File: config.mk
export PLATFORM = sky130hd
export DESIGN_NAME = sobol_uniform_gen_flat
export DESIGN_NICKNAME = d
export VERILOG_FILES = /design/src/rtl/sobol_uniform_gen_pkg.sv /design/src/rtl/sobol_uniform_gen_if.sv /design/src/rtl/sobol_uniform_gen_lzb.sv /design/src/rtl/sobol_uniform_gen.sv /design/src/flat_wrapper.sv
export SDC_FILE = /design/constraint.sdc
export NUM_CORES = 2
export LEC_CHECK = 0
export BUFFER_PORTS_ARGS = -buffer_cell sky130_fd_sc_hd__buf_2
export CORE_UTILIZATION = 34
export DETAILED_ROUTE_END_ITERATION = 8
export PLACE_DENSITY = 0.58
export SYNTH_ARGS = -nofsm -noshare
export SYNTH_HDL_FRONTEND = slang
export SYNTH_SLANG_ARGS = --single-unit
export TNS_END_PERCENT = 10
File: constraint.sdc
create_clock -name clk -period 6.6 [get_ports clk]
set_input_delay 1.32 -clock clk [delete_from_list [all_inputs] [get_ports clk]]
set_output_delay 1.32 -clock clk [all_outputs]
set_load 0.005 [all_outputs]
File: src/rtl/sobol_uniform_gen_pkg.sv
// ============================================================================
//  sobol_uniform_gen_pkg : shared types, Q-format defaults and reset direction table
//  Revision : 1.0
// ============================================================================
`default_nettype none

package sobol_uniform_gen_pkg;

  typedef enum logic [1:0] {
    ST_IDLE = 2'd0,
    ST_LOAD = 2'd1,
    ST_RUN  = 2'd2
  } state_e;

  localparam int WIDTH_DEF = 32;
  localparam int QINT_DEF  = 16;
  localparam int QFRAC_DEF = 16;
  localparam int MBITS_DEF = 32;
  localparam int NDIM_DEF  = 4;
  localparam int NW_DEF    = 32;

  // Van der Corput direction number for bit k: a single one at MBITS-1-k.
  function automatic logic [63:0] vdc_dir(input int k, input int mbits);
    return 64'(1) << (mbits - 1 - k);
  endfunction

endpackage

`default_nettype wire

File: src/rtl/sobol_uniform_gen_if.sv
// ============================================================================
//  sobol_uniform_gen_if : valid/ready sample stream carrying uniform u values
//  Revision : 1.0
// ============================================================================
`default_nettype none

interface sobol_uniform_gen_if #(
  parameter int WIDTH = 32
) ();
  logic             valid_out;
  logic             ready_in;
  logic [WIDTH-1:0] u_out;

  modport master (output valid_out, output u_out, input ready_in);
  modport slave  (input valid_out, input u_out, output ready_in);
endinterface

`default_nettype wire

File: src/rtl/sobol_uniform_gen_lzb.sv
// ============================================================================
//  sobol_lzb : lowest-zero-bit priority encoder, saturating at MBITS-1
//  Revision : 1.0
// ============================================================================
`default_nettype none

module sobol_lzb #(
  parameter int NW    = 32,
  parameter int MBITS = 32
) (
  input  logic [NW-1:0]                                 n,
  output logic [((MBITS > 1) ? $clog2(MBITS) : 1)-1:0] c
);
  localparam int CW = (MBITS > 1) ? $clog2(MBITS) : 1;

  logic found;

  always_comb begin
    c     = CW'(MBITS - 1);
    found = 1'b0;
    for (int i = 0; i < NW; i++) begin
      if (!found && !n[i]) begin
        found = 1'b1;
        if (i < MBITS - 1) c = CW'(i);
      end
    end
  end

endmodule

`default_nettype wire

File: src/rtl/sobol_uniform_gen.sv
// ============================================================================
//  sobol_uniform_gen : Gray-code Sobol generator streaming Q(QINT).(QFRAC) u in (0,1)
//  Optional digital shift guarded by macro SOBOL_SHIFT_EN.     Revision : 1.0
// ============================================================================
`default_nettype none

module sobol_uniform_gen
  import sobol_uniform_gen_pkg::*;
#(
  parameter int WIDTH = WIDTH_DEF,
  parameter int QINT  = QINT_DEF,
  parameter int QFRAC = QFRAC_DEF,
  parameter int MBITS = MBITS_DEF,
  parameter int NDIM  = NDIM_DEF,
  parameter int NW    = NW_DEF
) (
  input  logic                                         clk,
  input  logic                                         rst_n,
  input  logic                                         start,
  input  logic [NW-1:0]                                npoints,
  output logic                                         busy,
  output logic                                         done,
  input  logic                                         dir_we,
  input  logic [((NDIM > 1) ? $clog2(NDIM) : 1)-1:0]   dir_dim,
  input  logic [((MBITS > 1) ? $clog2(MBITS) : 1)-1:0] dir_bit,
  input  logic [MBITS-1:0]                             dir_data,
`ifdef SOBOL_SHIFT_EN
  input  logic                                         shift_we,
  input  logic [((NDIM > 1) ? $clog2(NDIM) : 1)-1:0]   shift_dim,
  input  logic [MBITS-1:0]                             shift_data,
`endif
  sobol_uniform_gen_if.master                          s_if
);
  localparam int DW = (NDIM > 1) ? $clog2(NDIM) : 1;
  localparam int CW = (MBITS > 1) ? $clog2(MBITS) : 1;
  localparam logic [DW-1:0] LAST_DIM = DW'(NDIM - 1);

  state_e           state_q, state_d;
  logic             valid_q, valid_d;
  logic [WIDTH-1:0] u_q, u_d;
  logic             done_q, done_d;
  logic [MBITS-1:0] x_q [NDIM];
  logic [MBITS-1:0] x_d [NDIM];
  logic [MBITS-1:0] v_q [NDIM][MBITS];
  logic [MBITS-1:0] v_d [NDIM][MBITS];
  logic [NW-1:0]    n_q, n_d;
  logic [DW-1:0]    d_ptr_q, d_ptr_d;
  logic [NW-1:0]    remaining_q, remaining_d;
  logic [NW-1:0]    npoints_q, npoints_d;
`ifdef SOBOL_SHIFT_EN
  logic [MBITS-1:0] s_q [NDIM];
  logic [MBITS-1:0] s_d [NDIM];
`endif

  logic [CW-1:0]    c_idx;
  logic [MBITS-1:0] x_sel;
  logic [QFRAC-1:0] frac;
  logic [WIDTH-1:0] u_map;

  sobol_lzb #(.NW(NW), .MBITS(MBITS)) u_lzb (.n(n_q), .c(c_idx));

  // Output mapping: top QFRAC bits of the (optionally shifted) point, zero never emitted.
  always_comb begin
`ifdef SOBOL_SHIFT_EN
    x_sel = x_q[d_ptr_q] ^ s_q[d_ptr_q];
`else
    x_sel = x_q[d_ptr_q];
`endif
    frac  = x_sel[MBITS-1 -: QFRAC];
    u_map = WIDTH'({{QINT{1'b0}}, frac});
    if (frac == '0) u_map = WIDTH'(1);
  end

  always_comb begin
    state_d     = state_q;
    valid_d     = valid_q;
    u_d         = u_q;
    done_d      = 1'b0;
    x_d         = x_q;
    v_d         = v_q;
    n_d         = n_q;
    d_ptr_d     = d_ptr_q;
    remaining_d = remaining_q;
    npoints_d   = npoints_q;
`ifdef SOBOL_SHIFT_EN
    s_d         = s_q;
`endif
    unique case (state_q)
      ST_IDLE: begin
        if (dir_we && (int'(dir_dim) < NDIM)) v_d[dir_dim][dir_bit] = dir_data;
`ifdef SOBOL_SHIFT_EN
        if (shift_we && (int'(shift_dim) < NDIM)) s_d[shift_dim] = shift_data;
`endif
        if (start) begin
          if (npoints == '0) begin
            done_d = 1'b1;
          end else begin
            npoints_d = npoints;
            state_d   = ST_LOAD;
          end
        end
      end
      ST_LOAD: begin
        for (int d = 0; d < NDIM; d++) x_d[d] = v_q[d][0];
        n_d         = NW'(1);
        d_ptr_d     = '0;
        remaining_d = npoints_q;
        state_d     = ST_RUN;
      end
      ST_RUN: begin
        // remaining_q reaching zero marks that the final sample is already in u_q.
        if ((remaining_q != '0) && (!valid_q || s_if.ready_in)) begin
          valid_d          = 1'b1;
          u_d              = u_map;
          x_d[d_ptr_q]     = x_q[d_ptr_q] ^ v_q[d_ptr_q][c_idx];
          if (d_ptr_q == LAST_DIM) begin
            d_ptr_d     = '0;
            n_d         = n_q + NW'(1);
            remaining_d = remaining_q - NW'(1);
          end else begin
            d_ptr_d = d_ptr_q + DW'(1);
          end
        end else if ((remaining_q == '0) && valid_q && s_if.ready_in) begin
          valid_d = 1'b0;
          done_d  = 1'b1;
          state_d = ST_IDLE;
        end
      end
      default: state_d = ST_IDLE;
    endcase
  end

  always_ff @(posedge clk or negedge rst_n) begin
    if (!rst_n) begin
      state_q     <= ST_IDLE;
      valid_q     <= 1'b0;
      u_q         <= '0;
      done_q      <= 1'b0;
      n_q         <= '0;
      d_ptr_q     <= '0;
      remaining_q <= '0;
      npoints_q   <= '0;
      for (int d = 0; d < NDIM; d++) begin
        x_q[d] <= '0;
`ifdef SOBOL_SHIFT_EN
        s_q[d] <= '0;
`endif
        for (int k = 0; k < MBITS; k++) v_q[d][k] <= MBITS'(vdc_dir(k, MBITS));
      end
    end else begin
      state_q     <= state_d;
      valid_q     <= valid_d;
      u_q         <= u_d;
      done_q      <= done_d;
      x_q         <= x_d;
      v_q         <= v_d;
      n_q         <= n_d;
      d_ptr_q     <= d_ptr_d;
      remaining_q <= remaining_d;
      npoints_q   <= npoints_d;
`ifdef SOBOL_SHIFT_EN
      s_q         <= s_d;
`endif
    end
  end

  assign busy           = (state_q != ST_IDLE);
  assign done           = done_q;
  assign s_if.valid_out = valid_q;
  assign s_if.u_out     = u_q;

endmodule

`default_nettype wire

File: src/flat_wrapper.sv
// flat-port wrapper written by rule: the top's interface ports become plain ports
module sobol_uniform_gen_flat import sobol_uniform_gen_pkg::*;
#(
  parameter int WIDTH = WIDTH_DEF,
  parameter int QINT  = QINT_DEF,
  parameter int QFRAC = QFRAC_DEF,
  parameter int MBITS = MBITS_DEF,
  parameter int NDIM  = NDIM_DEF,
  parameter int NW    = NW_DEF
)
  (clk, rst_n, start, npoints, busy, done, dir_we, dir_dim, dir_bit, dir_data, s_if_valid_out, s_if_u_out, s_if_ready_in);
  sobol_uniform_gen_if #(.WIDTH(WIDTH)) s_if_i ();
  input  logic clk;
  input  logic rst_n;
  input  logic start;
  input  logic [NW-1:0] npoints;
  output logic busy;
  output logic done;
  input  logic dir_we;
  input  logic [((NDIM > 1) ? $clog2(NDIM) : 1)-1:0] dir_dim;
  input  logic [((MBITS > 1) ? $clog2(MBITS) : 1)-1:0] dir_bit;
  input  logic [MBITS-1:0] dir_data;
  output wire logic [$bits(s_if_i.valid_out)-1:0] s_if_valid_out;
  output wire logic [$bits(s_if_i.u_out)-1:0] s_if_u_out;
  input wire logic [$bits(s_if_i.ready_in)-1:0] s_if_ready_in;
  assign s_if_valid_out = s_if_i.valid_out;
  assign s_if_u_out = s_if_i.u_out;
  assign s_if_i.ready_in = s_if_ready_in;
  sobol_uniform_gen #(.WIDTH(WIDTH), .QINT(QINT), .QFRAC(QFRAC), .MBITS(MBITS), .NDIM(NDIM), .NW(NW)) u_core (.clk(clk), .rst_n(rst_n), .start(start), .npoints(npoints), .busy(busy), .done(done), .dir_we(dir_we), .dir_dim(dir_dim), .dir_bit(dir_bit), .dir_data(dir_data), .s_if(s_if_i));
endmodule
# [Yosys cells after proc, flatten, opt, wreduce, memory -nomap -nowiden]
# Cells that the tools add are included.
[classes] mux=102 reduce_logical=112 n_addsub=3 bitwise=6 n_eq_ne=9 n_lt_le_gt_ge=7
[op_table] op="$bwmux W4096" count=1
[op_table] op="$mux W1024" count=3
[op_table] op="$bmux W1024 S2" count=1
[op_table] op="$demux W1024 S2" count=1
[op_table] op="$mux W32" count=10
[op_table] op="$pmux W128 S2" count=1
[op_table] op="$bmux W32 S5" count=1
[op_table] op="$demux W32 S5" count=1
[op_table] op="$mux W5" count=31
[op_table] op="$bwmux W128" count=1
[op_table] op="$mux W128" count=1
[op_table] op="$pmux W32 S2" count=2
[op_table] op="$bmux W32 S2" count=1
[op_table] op="$demux W32 S2" count=1
[op_table] op="$logic_not A32 Y1" count=2
[op_table] op="$logic_not A1 Y1" count=60
[op_table] op="$logic_and A1 B1 Y1" count=36
[op_table] op="$mux W1" count=36
[op_table] op="$add A32 B1 Y32 const B" count=1
[op_table] op="$reduce_bool A32 Y1" count=1
[op_table] op="$sub A32 B1 Y32 const B" count=1
[op_table] op="$xor A32 B32 Y32" count=1
[op_table] op="$logic_not A16 Y1" count=1
[op_table] op="$mux W16" count=1
[op_table] op="22 further kinds" count=43
[totals] out_inout_bits=35 regBits=4358

# [Longest topological paths before layout]
[depth] ltp_word=98 mapped_depth=17

# [Hierarchy]
# A second synthesis with hierarchy kept.
[unflattened] hier_cells=7021 hier_area_um2=103047.6
[modules_own_cells] module="sobol_uniform_gen" area_per_inst_um2=102674.7 instances=1 cells_per_inst=6956
[modules_own_cells] module="sobol_lzb" area_per_inst_um2=372.9 instances=1 cells_per_inst=65

# [Worst setup path before layout]
# OpenSTA, ideal clock, no wires.
[synth_timing] path_type="register -> register" start="register u_core.n_q[0]" end="register u_core.x_q[119] in the netlist's numbering" setup_slack_ns=3.084 setup_time_ns=0.130 t_required_ns=6.470 t_arrival_ns=3.385 stages_incl_launch_ff=15 n_path_buf=2 cell_sequence="dfrtp_1 > ha_1 > nand2_1 > or3_4 > nor3_4 > a21oi_1 > a21oi_2 > buf_2 > buf_2 > mux2i_1 > o22ai_1 > a211o_1 > nor4_1 > xor2_1 > o21ai_1"
[synth_via] elab_chain_len=97
[synth_rtl] element="start: declaration" line_no="sobol_uniform_gen.sv:46" rtl="logic [NW-1:0] n_q, n_d;"
[synth_rtl] element="start signal: assignment" line_no="sobol_uniform_gen.sv:157" rtl="n_q <= n_d;"
[synth_rtl] element="$mux W1 / $logic_and A1 B1 Y1 (equally long branches)" line_no="sobol_uniform_gen_lzb.sv:22" rtl="if (!found && !n[i]) begin"
[synth_rtl] element="$mux W1" line_no="sobol_uniform_gen_lzb.sv:22"
[synth_rtl] element="$logic_not A1 Y1" line_no="sobol_uniform_gen_lzb.sv:22"
[synth_rtl] element="$logic_and A1 B1 Y1" line_no="sobol_uniform_gen_lzb.sv:22"
[synth_rtl] element="$mux W1" line_no="sobol_uniform_gen_lzb.sv:22"
[synth_rtl] element="$logic_not A1 Y1" line_no="sobol_uniform_gen_lzb.sv:22"
[synth_rtl] element="$logic_and A1 B1 Y1" line_no="sobol_uniform_gen_lzb.sv:22"
[synth_rtl] element="$mux W1" line_no="sobol_uniform_gen_lzb.sv:22"
[synth_rtl] element="[... 80 more ...]"
[synth_rtl] element="$mux W5 (*)" line_no="sobol_uniform_gen_lzb.sv:22"
[synth_rtl] element="$not A5 Y6 (implied by the code) (*)" line_no="sobol_uniform_gen.sv:115" rtl="x_d[d_ptr_q] = x_q[d_ptr_q] ^ v_q[d_ptr_q][c_idx];"
[synth_rtl] element="$bmux W32 S5 (*)" line_no="sobol_uniform_gen.sv:115"
[synth_rtl] element="$mux W32 (implied by the code) (*) (2 in a row)" line_no="sobol_uniform_gen.sv:115"
[synth_rtl] element="$xor A32 B32 Y32 (*)" line_no="sobol_uniform_gen.sv:115"
[synth_rtl] element="$bwmux W128 (*)" line_no="sobol_uniform_gen.sv:115"
[synth_rtl] element="$mux W128 (*)" line_no="sobol_uniform_gen.sv:112" rtl="if ((remaining_q != '0) && (!valid_q || s_if.ready_in)) begin"
[synth_rtl] element="$pmux W128 S2 (*)" line_no="sobol_uniform_gen.sv:88" rtl="unique case (state_q)"
[synth_rtl] element="end signal: indexed assignment" line_no="sobol_uniform_gen.sv:144" rtl="x_q[d] <= '0;"
[synth_rtl] element="end signal: assignment" line_no="sobol_uniform_gen.sv:155" rtl="x_q <= x_d;"
[synth_rtl] element="end: declaration" line_no="sobol_uniform_gen.sv:42" rtl="logic [MBITS-1:0] x_q [NDIM];"
# Every way passes the cells marked *; elsewhere a longest branch is shown, timed or not. The select of a mux whose other input is x is not followed.
# A chain may end at the register's enable or synchronous reset.

# [Final worst setup path]
[layout_timing] start="register u_core.n_q[0]" end="register u_core.x_q[116] in the netlist's numbering"
# The elaborated chain is that of the path after synthesis.

==> results by group <==
Timing
  • Tcrit/Tclk final: 0.885
  • Fin. max-slew vios: 0
  • Hold Slack: roughly 0.42 ns
  • Setup_tns: 0 ns
  • Finish-stage setup viols: 0
  • RSZ-0062 raised after global routing: false
  • Clock Skews: 0.0690 ns
  • Final hold vios: 0
  • Worst-Margin Slew: ~1.4 ns
  • Minimum clock period: between 5 and 6 ns
  • Slew HR: 0.0670
  • Final setup margin: about 0.76 ns
  • Fmax: 0.171 GHz

Clocking
  • Resized Gates After CTS: 0
  • Post-CTS setup buffers: 0
  • Clock sink count: 2,229
  • # H-tree levels: 4
  • Clk Tree Root Cell: clkbuf_16
  • Reg clk slew, reported paths: about 0.06 ns
  • CTS Hold Bufs: 0
  • CTS tree: built
  • Num CTS Buffers: ~240
  • CTS Buffer Depth: 3
  • Clock Latency Late Sink: slightly below 0.9 ns

Synth
  • Simple-gate portion of the synthesized area: 0.0348
  • Area contributors post-synth: dfrtp_1, mux2_2, mux4_2
  • Synth Instances: a little under 7k
  • Mapped Avg Cell Area: approximately 15 um^2
  • YS warnings: 0
  • Post-synth top cells: dfrtp_1, mux2_2, clkbuf_1
  • Post-synth EDFFs: 0
  • Top FF cell, synth: dfrtp_1
  • Synth top area share: 0.528
  • Multiplexer share of the synthesized area: 0.362
  • #FFs+latches synth: approximately 2.2k
  • FFs w/ async S/R, synth: 1.00
  • Number of distinct library cells after synthesis: 77
  • Adder-cell share of the synthesized area: 0.00134
  • Most area-hungry cell type in the Yosys netlist: dfrtp_1
  • Count leader, synth: dfrtp_1
  • Mapped Area: between 100,000 and 150,000 um^2
  • Sequential share of the synthesized area: 0.544
  • Synth Area in Compound Gates: 0.0287
  • Largest family of logic cells by synthesized area: multiplexers
  • XOR/XNOR share of the synthesized area: 0.00341

GRT
  • Overall routing resource usage: 0.186
  • Vias in the first global route: between 60k and 70k
  • Antenna violations before repair: 12
  • Gr ovfl total: 0
  • First-pass GRT wire length: 424,000 um
  • Pin count of the biggest net entering global routing: 197

Die
  • Die ar.: around 300,000 um^2
  • Die height: between 500 and 600 um
  • Io pins: 111
  • Core area: approximately 300,000 um^2
  • Row count: roughly 200
  • Initial Util: 0.342
  • Chip width: between 500 and 600 um

Setup path
  • R2R cell count: 13
  • Worst Path Required: between 7 and 8 ns
  • Startpoint class of the critical path: register
  • CP Class: reg -> reg
  • Worst Path Max Fanout: 19
  • R2r startpoint: u_core.n_q[0]$_DFFE_PN0P_
  • Worst EP arrival: 6.58 ns
  • CP endpoint kind: register
  • Worst reg-to-reg setup slack: about 0.76 ns
  • RR Endpoint: u_core.x_q[116]$_DFFE_PN0P_

Power and ir drop
  • PwrDens: between 300 and 400 nW/um^2
  • Max IR drop VDD: between 300 and 400 uV
  • Pleak: 0.0542 uW

Final layout
  • Final instance area: ~120,000 um^2
  • Storage cell area: 55,900 um^2
  • Area delta synth->final: 12.8%
  • Total Nets Final: 6,951
  • Share of layout cells above drive strength 1: 0.491
  • Final-layout fill cell count: ~28k
  • Multi-input logic area: ~44,000 um^2

Detailed routing
  • Met3 routed WL: ~13,000 um
  • Iteration-0 DRC Markers: around 4.3k
  • DR pass1 iterations: 6
  • WL final: roughly 280,000 um
  • Drt wl/cell: approximately 26 um
  • Antenna-violating nets left: 0
  • M1 WL: ~130,000 um
  • Drc violations: 0
  • Via-per-instance ratio: 5.44
  • WL met2: 136,000 um
  • Top layer in use: met4
  • Vias: roughly 60k

Outcome
  • Status: completed

Placement
  • Final Wtd Congestion: around 0.82
  • Pre-CTS setup slack: ~0.94 ns
  • DP HPWL: ~180,000 um
  • Placement-stage cell area: roughly 110,000 um^2
  • I/O Buffers: ~80

Min path
  • Hold WC Path Type: in -> async

Flow run
  • Max cap viols: 0
worst max path at each step:
stage	start	endpoint	slack [ns]	cells after the start
after global routing	u_core.n_q[0]$_DFFE_PN0P_	u_core.x_q[52]$_DFFE_PN0P_	0.73	13
after CTS	u_core.n_q[0]$_DFFE_PN0P_	u_core.x_q[52]$_DFFE_PN0P_	0.95	13
after global placement	u_core.n_q[0]$_DFFE_PN0P_	u_core.x_q[84]$_DFFE_PN0P_	1.02	13
after floorplan	u_core.n_q[0]$_DFFE_PN0P_	u_core.x_q[119]$_DFFE_PN0P_	3.08	14
after detailed placement	u_core.n_q[0]$_DFFE_PN0P_	u_core.x_q[116]$_DFFE_PN0P_	0.94	13
final	u_core.n_q[0]$_DFFE_PN0P_	u_core.x_q[116]$_DFFE_PN0P_	0.76	13
power breakdown:
part / switching [uW] / internal (uW)
registers: 915 / 15200
clock network: 5680 / 7910
logic: 4220 / 3410
critical path: stages (launching register included):
cell and delay (ns):
dfrtp_1 0.45, ha_1 0.29, nand2_1 0.13, or3_4 0.46, nor3_4 0.28, a21oi_1 0.18, a21oi_4 0.65, buf_4 0.47
mux2i_1 0.38, o22ai_1 0.24, nor3_1 0.92, nand4_1 0.57, xnor2_1 0.46, o21ai_1 0.12
cells in the final DEF, fill, tap and decap left out, types with 13 or more instances in the layout:
master and n:
xnor2_1 16, mux2_2 2130, mux2i_1 101, a21oi_1 159, a211oi_1 40, clkbuf_1 59
dfrtp_1 2163, o21ai_1 65, buf_2 61, nand2_1 289, buf_12 38, nand4_1 16
or3_1 22, o22ai_1 90, bufinv_16 16, mux4_2 528, o21ai_0 36, clkbuf_16 237
clkbuf_8 60, conb_1 16, inv_1 18, and3_1 68, mux2_1 25, nor3_1 22
nor4_1 30, clkinv_2 44, xor2_1 24, nand3_1 38, nor2_1 132, dfstp_2 64
and2_1 43, buf_4 214, a2111oi_0 13
registers in the layout (all words and copies together) (netlist names):
register and flops:
u_core.s_if.u_out 16, u_core.remaining_q 32, u_core.d_ptr_q 2, u_core.done 1, u_core.n_q 31, u_core.state_q 2
u_core.v_q 2048, u_core.x_q 64, u_core.npoints_q 32, u_core.s_if.valid_out 1
cells by family (layout without fill, tap and decap cells):
family | Yosys count | after routing
multiplexers | 2784 | 2784
flip-flops | 2229 | 2229
AND/OR/NAND/NOR | 732 | 732
buffers and inverters | 647 | 767
AO/OA/AOI/OAI | 482 | 482
XOR/XNOR | 40 | 40
adder cells (fa/ha/maj) | 11 | 11
other | 1 | 19
cell type report:
| class | count | share of cell area |
|---|---|---|
| antenna | 3 | 0.0000648 |
| clock buffer | 356 | 0.0602 |
| clock inverter | 78 | 0.00862 |
| inverter | 20 | 0.000648 |
| multi-input combinational | 4065 | 0.382 |
| sequential | 2229 | 0.482 |
| tap | 3958 | 0.0427 |
| timing repair buffer | 313 | 0.0231 |
routing by layer:
metal	global-route usage	vias to the layer above
met5	0	-
met4	0.0563	0
met3	0.0264	363
met2	0.304	1312
met1	0.256	32800
li1	-	25500
through the flow:
stage | total power, uW | utilization | instances
after floorplan | 21200 | - | 6941
after global routing | 38900 | 0.386 | 11000
after detailed placement | 24100 | 0.360 | 10600
after global placement | 23800 | 0.360 | 10600
final | 37300 | 0.386 | 11000
after CTS | 37700 | 0.386 | 11000
Note: power is estimated with default switching activity, not from simulation.
